===== config.mk =====
export PLATFORM = sky130hd
export DESIGN_NAME = pong_game_controller
export DESIGN_NICKNAME = d
export VERILOG_FILES = /design/src/rtl/pong_game_controller.sv
export SDC_FILE = /design/constraint.sdc
export NUM_CORES = 1
export LEC_CHECK = 0
export ABC_AREA = 1
export BUFFER_PORTS_ARGS = -buffer_cell sky130_fd_sc_hd__buf_2
export CELL_PAD_IN_SITES_DETAIL_PLACEMENT = 1
export CELL_PAD_IN_SITES_GLOBAL_PLACEMENT = 1
export CORE_ASPECT_RATIO = 1.25
export CORE_UTILIZATION = 40
export CTS_CLUSTER_SIZE = 24
export DETAILED_ROUTE_END_ITERATION = 8
export PLACE_DENSITY = 0.77
export SLEW_MARGIN = 30
export SYNTH_ARGS = -nofsm -noshare
export SYNTH_HDL_FRONTEND = slang
export SYNTH_SLANG_ARGS = --single-unit

===== constraint.sdc =====
create_clock -name CLK_100MHz -period 1.51 [get_ports CLK_100MHz]
set_input_delay 0.302 -clock CLK_100MHz [delete_from_list [all_inputs] [get_ports CLK_100MHz]]
set_output_delay 0.302 -clock CLK_100MHz [all_outputs]
set_load 0.1 [all_outputs]

===== src/rtl/pong_game_controller.sv =====
// Pong game sequencer: serve hold, play, point freeze and game over, all timed in video frames.
// Optional PONG_PAUSE_EN macro adds a PAUSED state toggled by Pause edges while in PLAY.
module pong_game_controller #(
  parameter int WIN_SCORE    = 7,
  parameter int SERVE_FRAMES = 60,
  parameter int POINT_FRAMES = 90,
  parameter int CNT_W        = 7
) (
  input  logic       CLK_100MHz,
  input  logic       Reset,
  input  logic       frameTick,
  input  logic       Start,
  input  logic       Pause,
  input  logic       missL,
  input  logic       missR,
  output logic       ballEnable,
  output logic       ballReset,
  output logic       paddleEnable,
  output logic       serveDir,
  output logic [3:0] scoreL,
  output logic [3:0] scoreR,
  output logic [1:0] winner,
  output logic [2:0] state
);

  typedef enum logic [2:0] {
    S_IDLE     = 3'b000,
    S_SERVE    = 3'b001,
    S_PLAY     = 3'b010,
    S_POINT    = 3'b011,
    S_GAMEOVER = 3'b100,
    S_PAUSED   = 3'b101
  } state_t;

  localparam logic [CNT_W-1:0] SERVE_LAST = CNT_W'(SERVE_FRAMES - 1);
  localparam logic [CNT_W-1:0] POINT_LAST = CNT_W'(POINT_FRAMES - 1);
  localparam logic [3:0]       WIN        = 4'(WIN_SCORE);

  state_t           cur, nxt;
  logic [CNT_W-1:0] cnt, cnt_nxt;
  logic [3:0]       score_l_nxt, score_r_nxt;
  logic [1:0]       winner_nxt;
  logic             dir_nxt;
  logic             start_prev, pause_prev, start_edge;

  assign start_edge = Start & ~start_prev;
  assign state      = cur;

`ifdef PONG_PAUSE_EN
  logic pause_edge;
  assign pause_edge = Pause & ~pause_prev;
`else
  logic unused_pause;
  assign unused_pause = pause_prev;
`endif

  always_comb begin
    nxt         = cur;
    cnt_nxt     = cnt;
    score_l_nxt = scoreL;
    score_r_nxt = scoreR;
    winner_nxt  = winner;
    dir_nxt     = serveDir;
    case (cur)
      S_IDLE, S_GAMEOVER: begin
        if (start_edge) begin
          nxt         = S_SERVE;
          cnt_nxt     = '0;
          score_l_nxt = 4'd0;
          score_r_nxt = 4'd0;
          winner_nxt  = 2'b00;
          dir_nxt     = 1'b1;
        end
      end
      S_SERVE: begin
        if (frameTick) begin
          if (cnt == SERVE_LAST) begin
            nxt     = S_PLAY;
            cnt_nxt = '0;
          end else begin
            cnt_nxt = cnt + CNT_W'(1);
          end
        end
      end
      S_PLAY: begin
        // missL takes priority when both borders report in the same cycle
        if (missL) begin
          nxt         = S_POINT;
          cnt_nxt     = '0;
          score_r_nxt = (scoreR < WIN) ? scoreR + 4'd1 : scoreR;
          dir_nxt     = 1'b0;
        end else if (missR) begin
          nxt         = S_POINT;
          cnt_nxt     = '0;
          score_l_nxt = (scoreL < WIN) ? scoreL + 4'd1 : scoreL;
          dir_nxt     = 1'b1;
        end
`ifdef PONG_PAUSE_EN
        else if (pause_edge) begin
          nxt = S_PAUSED;
        end
`endif
      end
      S_POINT: begin
        if (frameTick) begin
          if (cnt == POINT_LAST) begin
            cnt_nxt = '0;
            if (scoreL == WIN) begin
              nxt        = S_GAMEOVER;
              winner_nxt = 2'b01;
            end else if (scoreR == WIN) begin
              nxt        = S_GAMEOVER;
              winner_nxt = 2'b10;
            end else begin
              nxt = S_SERVE;
            end
          end else begin
            cnt_nxt = cnt + CNT_W'(1);
          end
        end
      end
`ifdef PONG_PAUSE_EN
      S_PAUSED: begin
        if (pause_edge) nxt = S_PLAY;
      end
`endif
      default: nxt = S_IDLE;
    endcase
  end

  always_ff @(posedge CLK_100MHz or negedge Reset) begin
    if (!Reset) begin
      cur          <= S_IDLE;
      cnt          <= '0;
      scoreL       <= 4'd0;
      scoreR       <= 4'd0;
      winner       <= 2'b00;
      serveDir     <= 1'b1;
      start_prev   <= 1'b0;
      pause_prev   <= 1'b0;
      ballEnable   <= 1'b0;
      ballReset    <= 1'b1;
      paddleEnable <= 1'b0;
    end else begin
      cur        <= nxt;
      cnt        <= cnt_nxt;
      scoreL     <= score_l_nxt;
      scoreR     <= score_r_nxt;
      winner     <= winner_nxt;
      serveDir   <= dir_nxt;
      start_prev <= Start;
      pause_prev <= Pause;
      // control outputs are decoded from the next state so they change with state
      case (nxt)
        S_SERVE:  begin ballEnable <= 1'b0; ballReset <= 1'b1; paddleEnable <= 1'b1; end
        S_PLAY:   begin ballEnable <= 1'b1; ballReset <= 1'b0; paddleEnable <= 1'b1; end
        S_POINT:  begin ballEnable <= 1'b0; ballReset <= 1'b0; paddleEnable <= 1'b1; end
`ifdef PONG_PAUSE_EN
        S_PAUSED: begin ballEnable <= 1'b0; ballReset <= 1'b0; paddleEnable <= 1'b0; end
`endif
        default:  begin ballEnable <= 1'b0; ballReset <= 1'b1; paddleEnable <= 1'b0; end
      endcase
    end
  end

endmodule


==> flow_summary.yaml, run 1 <==
yosys:
  synth.area.mux_share: 0
  synthXorXnorAreaFrac: 0.0175
  avgSynthCellArea_um2: 7.35
  synth_compound_area_frac: 0.0893
  ys.flop_type: "dfrtp_1"
  synth_common_cells: "nand2_1 (60), dfrtp_1 (23), inv_1 (23)"
  synth-simple-area-share: 0.370
  synth_top_family_by_area: "simple AND/OR/NAND/NOR gates"
  ys_types: 23
  netlist_area_um2: 1500
  postSynthRegisterBits: 25
  synth_warnings: 0
  synth.area.top_cells: "dfrtp_1 (38%), nand2_1 (15%), nand3_1 (6.0%)"
  synth_cells: 204
  synth.most_common_cell: "nand2_1"
  synth_edf_count: 0
  async_reset_ff_frac: 1.00
  ys_seq_area_frac: 0.419
  synthAdderAreaFrac: 0.0334
  syn_nets: 215
  netlist.area_leader.share: 0.384
  synth_area_leader_cell: "dfrtp_1"
placement:
  numPortBuffers: 22
  gp_congestion: 0.807
  dp_hpwl_um: 3160
  dp.cells: 274
timing:
  tightest_slew_ns: 0.592
  setup_viol: 0
  hold_ws_ns: 0.0185
  slew_violations: 0
  grt_setup_unrepaired: "yes"
  finalCritPeriodShare: 0.999
  fmax_ghz: 0.663
  hold_viol: 0
  skew_ns: 0.00188
  max_slew_margin: 0.606
  fin_crit_ns: 1.51
setup_path:
  crit_arrival_ns: 1.21
  end_kind: "output port"
  cp.required_ns: 1.21
  worst-path-max-fanout: 4
  critPathKind: "flop to output port"
  cp-start-kind: "flop"
clock_tree:
  clockBufferDepth: 2
  cts_hold_buf: 0
  numCtsBuffers: 3
  cts_tree: "built"
  path_clk_slew_ns: 0.09
  cts_sinks: 25
  cts.htree.levels: 1
  clkLatencyLatePin_ns: 0.27
  cts_root_buf: "clkbuf_8"
drt:
  firstDrtPassIters: 4
  drc: 0
  drt_iter0_markers: 53
  wire_per_inst_um: 14.9
  wl_um: 4300
  dr_total_vias: 1503
  ant_nets: 0
  avgViaCountPerCell: 5.22
floorplanning:
  num_rows: 24
  io-pin-count: 24
  coreArea_um2: 3540
  dieArea_um2: 4000
  start_util: 0.423
  die_x_um: 56.8
  die_h_um: 70.4
pwr:
  power_leakage_nw: 1.05
  p_per_area_nw_per_um2: 1220
  peakVddDrop_v: 0.00125
cells_and_area:
  drive_above_1_share: 0.430
  syn2layout_area_growth_pct: 39.6
  num_antenna_cells: 0
  nets: 261
  fin_cells: 288
  utilization: 0.591
run:
  cap_violations: 0
global_route:
  grt_use_total: 0.233
  grt.overflow.total: 0
  antenna_found_initial: 0
  grt_max_degree: 26
  grt_pass1_vias: 1645
  grt_pass1_wl_um: 7330
min_path:
  holdCritPathClass: "input pin to async pin"
outcome:
  status: "complete, no violations"
-- final timing paths --
path	cells past startpoint	end	slack (ns)	start
min	1	cnt[2]	0.02	Reset
min in group CLK_100MHz	1	start_prev	0.14	Start
min reg2reg	2	winner[0]	0.51	winner[0]
max reg2reg	10	cnt[5]	0.01	state[1]
max in group asynchronous	1	state[1]	1.05	Reset
max	3	state[1]	0.001	state[1]
-- where the power goes --
part | switching, W | internal [W] | total [W]
Combinational | 0.000806 | 0.000359 | 0.00116
Clock | 0.000232 | 0.000185 | 0.000417
Sequential | 0.000162 | 0.000817 | 0.000979
Total | 0.00120 | 0.00136 | 0.00256
-- cell usage in the layout (no fill, tap or decap), types with 2 or more instances in the layout --
master / instances
dfrtp_2: 6
nand4_1: 5
nor2_4: 5
nand2_1: 50
nor2_1: 18
dfrtp_1: 10
inv_4: 4
buf_4: 17
ha_4: 3
buf_12: 4
a21oi_1: 5
xor2_1: 3
nand2_2: 14
buf_2: 18
o21ai_0: 7
dfrtp_4: 7
clkbuf_8: 3
nand3_1: 16
inv_1: 17
o21ai_1: 8
nand2_4: 2
buf_6: 2
inv_2: 5
dfstp_2: 2
nor2_2: 3
nand3_2: 4
-- layout make-up --
class                           count  area [um2]
Clock inverter                      1        5.00
Inverter                           27         116
Timing Repair Buffer               42         328
Multi-Input combinational cell    151         892
Clock buffer                        3        41.3
Fill cell                         439        1450
Tap cell                           39        48.8
Sequential cell                    25         662
-- timing repair --
item | CTS | global route
gates cloned | 0 | 0
setup endpoints to repair | 13 | 19
gates resized for setup | 4 | 35
pin swaps | 5 | 7
setup buffers | 4 | 6
-- flip-flops by register name (all words and copies together), names as in the netlist --
name,count
ballReset,1
paddleEnable,1
scoreR,4
winner,2
serveDir,1
start_prev,1
state,3
scoreL,4
ballEnable,1
cnt,7
-- cells by family after synthesis --
family | Yosys count
AOI/OAI and AO/OA | 24
xor gates and xnor gates | 3
adders and majority gates | 4
buffers and inverters | 28
DFF | 25
and+or+nand+nor | 120
-- stage by stage --
step	setup slack [ns]	instance area, um2	TNS (ns)	power (W)
after CTS	0.00584	1930	0	0.00249
after global routing	-0.0992	2090	-0.799	0.00274
after global placement	0.0210	1830	0	0.00201
after detailed placement	-0.0224	1830	-0.0341	0.00206
final	0.00131	2090	0	0.00256
after floorplan	-0.0392	1560	-0.162	0.00178
-- worst max-delay path, stage by stage, from the launching register on --
cell,delay [ns]
dfrtp_4,0.53
buf_6,0.14
buf_6,0.11
buf_12,0.15
-- metal layers --
layer | GRT usage | vias to the layer above | part of all wire
met1 | 0.266 | 739 | 0.43
met2 | 0.450 | 21 | 0.54
met5 | 0 | - | 0
met3 | 0.0296 | 5 | 0.023
li1 | - | 738 | -
met4 | 0.0569 | 0 | 0.010
No activity file was read; power rests on OpenSTA's default activity.
==> run 2: changes to the inputs <==
- CTS_CLUSTER_SIZE: 24 -> 12
- clock period: 1.51 -> 1.6 ns (I/O delays scaled with it)
==> run 2 against run 1 <==
  * The flow now finishes with violations (design-rule violations)
  * Final cell count down 4.2%
  * Sequential power fell by 5.8%
  * Count of clock-buffer cells in the layout did not move
  * Via count down 4.3%
  * Clock skew is 0.011 ns higher
  * Combinational power is 16% lower
  * Critical path type unchanged
  * Critical endpoint is now ballReset
  * Largest cell class unchanged
==> flow_summary.yaml, run 2 (synthesis gave the netlist of run 1 again) <==
clock_tree:
  path_clk_slew_ns: 0.10
  cts_tree: "built"
  clockBufferDepth: 2
  cts.htree.levels: 1
  cts_hold_buf: 0
  clkLatencyLatePin_ns: 0.28
  numCtsBuffers: 3
  cts_sinks: 25
  cts_root_buf: "clkbuf_8"
setup_path:
  rrSetupSlack_ns: 0.11
  crit_arrival_ns: 1.23
  critPathKind: "flop to output port"
  end_kind: "output port"
  rr_worst_depth: 7
  critPathTopFamily: "flip-flops"
  cp_cell_sequence: "buf_2"
  reg2reg_to: "scoreL[2]"
  worstReg2RegStart: "scoreL[0]"
  cp-start-kind: "flop"
  slowest_delay_ns: 0.54
  cp.required_ns: 1.28
  worst-path-max-fanout: 1
  cp_num_buf_inv: 1
  cp_slowest_cell: "dfstp_2"
floorplanning:
  num_rows: 24
  die_x_um: 56.8
  dieArea_um2: 4000
  die_h_um: 70.4
  start_util: 0.423
  io-pin-count: 24
  coreArea_um2: 3540
drt:
  wl_um: 4040
  firstDrtPassIters: 6
  drt_iter0_markers: 31
  ant_nets: 0
  wire_per_inst_um: 14.6
  dr_total_vias: 1439
  avgViaCountPerCell: 5.21
  drc: 2
pwr:
  seqPwrFrac: 0.403
  peakVddDrop_v: 0.00130
  p_per_area_nw_per_um2: 1240
  combPwrFrac: 0.425
  switching_power_w: 0.00109
  sw_frac_of_total: 0.475
  power_frac_clock: 0.172
  finalPower_w: 0.00229
  p_int_w: 0.00120
  power_leakage_nw: 0.922
global_route:
  grt_pass1_vias: 1610
  grt_use_total: 0.232
  grt_pass1_wl_um: 7320
  grt_max_degree: 26
  grt.overflow.total: 0
  antenna_found_initial: 0
timing:
  fmax_ghz: 0.644
  skew_ns: 0.0127
  fin_crit_ns: 1.55
  slew_violations: 0
  hold_viol: 0
  finalCritPeriodShare: 0.970
  setup_slack_ns: 0.0475
  setup_viol: 0
  max_slew_margin: 0.612
  tightest_slew_ns: 0.583
cells_and_area:
  drive_above_1_share: 0.329
  syn2layout_area_growth_pct: 23.2
  nets: 249
  fill_cells: 463
  largest_reg_flops: 7
  final_common_cell: "nand2_1"
  num_antenna_cells: 0
  reg_top3: "cnt (7), scoreL (4), scoreR (4)"
  seqCellArea_um2: 656
  mostFrequentLayoutCells: "nand2_1 (56), buf_2 (22), inv_1 (21)"
  multi_input_comb_area_um2: 812
  top_register: "cnt"
placement:
  dp_hpwl_um: 3300
  dp_slack_ns: -0.0255
  gp_congestion: 0.834
  numPortBuffers: 22
run:
  cap_violations: 0
outcome:
  violations: "design-rule violations"
  status: "complete, but fails checks"
min_path:
  holdCritPathClass: "input pin to async pin"
[run 2: cell count changes in the layout (fill, tap and decap cells not counted), moves of 4 or more]
cell,change
buf_4,-9
nand2_1,+6
buf_12,-4
buf_2,+4
inv_1,+4
nand2_2,-4
o21ai_0,+4
o21ai_1,-4
[run 2: how the worst max path moves through the flow]
stage,start,to,cells after the start
after floorplan,scoreL[0],winner[0],10
after global placement,state[0],cnt[5],10
after detailed placement,state[0],cnt[5],10
after CTS,scoreL[0],paddleEnable,10
after global routing,cnt[1],paddleEnable,11
final,ballReset,ballReset,1
[run 2: stage by stage]
stage	cells	hold WS [ns]	instance area [um2]	utilization	setup TNS [ns]
finish	276	0.0287	1850	0.521	0
floorplan	204	0.0244	1540	-	0
global placement	270	0.329	1740	0.490	0
detailed placement	270	0.354	1740	0.490	-0.0255
global route	276	0.0658	1850	0.521	-0.0160
CTS	274	0.0467	1790	0.505	0
[run 2: area by class of cell]
class	instances	share of cell area
Sequential cell	25	0.355
Clock buffer	3	0.0224
Tap cell	39	0.0264
Inverter	27	0.0603
Clock inverter	1	0.00407
Multi-Input combinational cell	151	0.440
Timing Repair Buffer	30	0.0921
[run 2: power by group through the flow]
stage / Sequential [W] / Clock, W / Combinational, W
2_1_floorplan: 0.00123 / 0 / 0.000436
3_3_place_gp: 0.000913 / 0 / 0.000932
3_5_place_dp: 0.000929 / 0 / 0.000965
4_1_cts: 0.000916 / 0.000411 / 0.000969
5_1_grt: 0.000941 / 0.000440 / 0.00107
6_report: 0.000922 / 0.000394 / 0.000972
[run 2: per-layer routing]
layer / up-vias / wire (um) / global-route usage
li1: 714 / - / -
met1: 699 / 1790 / 0.282
met2: 19 / 2100 / 0.417
met3: 7 / 92 / 0.0278
met4: 0 / 57 / 0.0786
met5: - / 0 / 0
[run 2: what timing repair did]
item,4_1_cts,5_1_grt
endpoints found under the hold margin,0,0
gates resized for setup,2,15
setup buffers,0,2
endpoints found under the setup margin,5,17
pin swaps,0,5
==> run 3: changes to the inputs <==
- CAP_MARGIN: unset -> 5
- CORE_UTILIZATION: 40 -> 36
- PLACE_DENSITY: 0.77 -> 0.73
- SKIP_LAST_GASP: unset -> 1
- clock period: 1.6 -> 1.4 ns (I/O delays scaled with it)
==> run 3 against run 2 <==
  * The run ends with negative hold slack, negative setup slack left
  * Routed wire length is 31% higher
  * Sequential power is 13% higher
  * Utilization is 11 points higher
  * Setup slack worse by 0.21 ns
  * Final area is 33% higher
  * Sequential share of layout area is 8.6 points lower
  * Die area is 11% higher
  * Via count is 13% higher
  * Non-clock buffer count is 29 higher
  * Largest power group unchanged
==> flow_summary.yaml, run 3 (synthesis gave the netlist of run 1 again) <==
outcome:
  status: "complete, but fails checks"
  violations: "negative hold slack, negative setup slack"
drt:
  drt_iter0_markers: 30
  firstDrtPassIters: 4
  drc: 0
  dr_total_vias: 1623
  wl_um: 5300
  wire_per_inst_um: 16.6
  ant_nets: 0
  avgViaCountPerCell: 5.07
floorplanning:
  num_rows: 25
  die_x_um: 59.7
  io-pin-count: 24
  dieArea_um2: 4430
  die_h_um: 74.1
  coreArea_um2: 3880
  start_util: 0.386
setup_path:
  worstReg2RegStart: "state[2]"
  cp.required_ns: 1.62
  rrSetupSlack_ns: -0.16
  critPathKind: "flop to flop"
  end_kind: "flop"
  reg2reg_to: "cnt[5]"
  crit_arrival_ns: 1.78
  cp-start-kind: "flop"
  rr_worst_depth: 9
  worst-path-max-fanout: 7
timing:
  tns_ns: -0.797
  hold_viol: 1
  setup_slack_ns: -0.158
  fin_crit_ns: 1.56
  finalCritPeriodShare: 1.11
  slew_violations: 0
  hold_ws_ns: -0.00227
  grt_setup_unrepaired: "yes"
  tightest_slew_ns: 0.604
  skew_ns: 0.00378
  setup_viol: 14
  max_slew_margin: 0.598
  fmax_ghz: 0.642
global_route:
  antenna_found_initial: 0
  grt.overflow.total: 0
  grt_pass1_vias: 1744
  grt_max_degree: 26
  grt_pass1_wl_um: 8050
  grt_use_total: 0.247
clock_tree:
  cts_root_buf: "clkbuf_8"
  numCtsBuffers: 3
  cts.htree.levels: 1
  clockBufferDepth: 2
  path_clk_slew_ns: 0.09
  clkLatencyLatePin_ns: 0.28
  cts_hold_buf: 0
  cts_tree: "built"
  cts_sinks: 25
placement:
  dp_hpwl_um: 3470
  placed_cell_area_um2: 2130
  dp.cells: 302
  gp_congestion: 0.803
  numPortBuffers: 22
pwr:
  p_per_area_nw_per_um2: 1300
  p_int_w: 0.00175
  combPwrFrac: 0.529
  sw_frac_of_total: 0.452
  seqPwrFrac: 0.328
  finalPower_w: 0.00319
  power_frac_clock: 0.143
  power_leakage_nw: 1.17
  switching_power_w: 0.00144
  peakVddDrop_v: 0.00119
cells_and_area:
  top_register: "cnt"
  nets: 278
  final_common_cell: "nand2_1"
  multi_input_comb_area_um2: 971
  fin_cells: 320
  syn2layout_area_growth_pct: 63.9
  design_area_um2: 2460
  seqCellArea_um2: 661
  drive_above_1_share: 0.515
  mostFrequentLayoutCells: "nand2_1 (48), buf_4 (33), inv_1 (17)"
  num_antenna_cells: 0
  largest_reg_flops: 7
  reg_top3: "cnt (7), scoreL (4), scoreR (4)"
  fill_cells: 477
min_path:
  holdCritPathClass: "input pin to async pin"
run:
  cap_violations: 0
run 3: layout make-up:
cell class / count / area share
inverters: 27 / 0.0474
repair buffers: 59 / 0.241
multi-input cells: 151 / 0.395
clock buffers: 3 / 0.0168
well taps: 54 / 0.0275
flip-flops and latches: 25 / 0.269
clock inverters: 1 / 0.00306
run 3: power by group through the flow:
| stage | Sequential (W) | Combinational, W | Clock [W] |
|---|---|---|---|
| after floorplan | 0.00141 | 0.000513 | 0 |
| after detailed placement | 0.00104 | 0.00148 | 0 |
| after global routing | 0.00106 | 0.00181 | 0.000492 |
| after CTS | 0.00103 | 0.00159 | 0.000466 |
| after global placement | 0.00102 | 0.00144 | 0 |
| final | 0.00104 | 0.00169 | 0.000457 |
run 3: how the worst max path moves through the flow:
stage	startpoint	end	slack [ns]	cells past startpoint
floorplan	scoreL[1]	winner[0]	-0.15	10
global placement	state[0]	cnt[5]	-0.05	10
detailed placement	cnt[0]	paddleEnable	-0.12	6
CTS	state[1]	cnt[5]	-0.07	10
global route	state[2]	cnt[5]	-0.23	9
finish	state[2]	cnt[5]	-0.16	9
run 3: stage by stage:
step,setup slack [ns],hold WS (ns),util
finish,-0.158,-0.00227,0.633
global route,-0.230,0.0338,0.633
CTS,-0.0655,0.0196,0.598
detailed placement,-0.118,0.326,0.548
global placement,-0.0531,0.293,0.548
floorplan,-0.149,-0.0156,-
run 3: worst max-delay path: stages (launching register included):
cell	delay [ns]
dfrtp_4	0.54
nor2_2	0.18
inv_1	0.12
nor2_4	0.19
nand2_1	0.12
nand2_1	0.11
nand2_1	0.06
nand2_1	0.08
nand2_1	0.05
inv_1	0.05
run 3: timing repair:
action                                  CTS  global route
cloned                                    0             0
buffers inserted                          8             6
gates resized for setup                  27            24
pin swaps                                13            11
endpoints found under the setup margin   21            27
run 3: layer usage:
metal / up-vias / routed length, um / track usage
li1: 776 / - / -
met1: 812 / 2070 / 0.286
met2: 28 / 3010 / 0.463
met3: 7 / 142 / 0.0243
met4: 0 / 73 / 0.0879
met5: - / 0 / 0
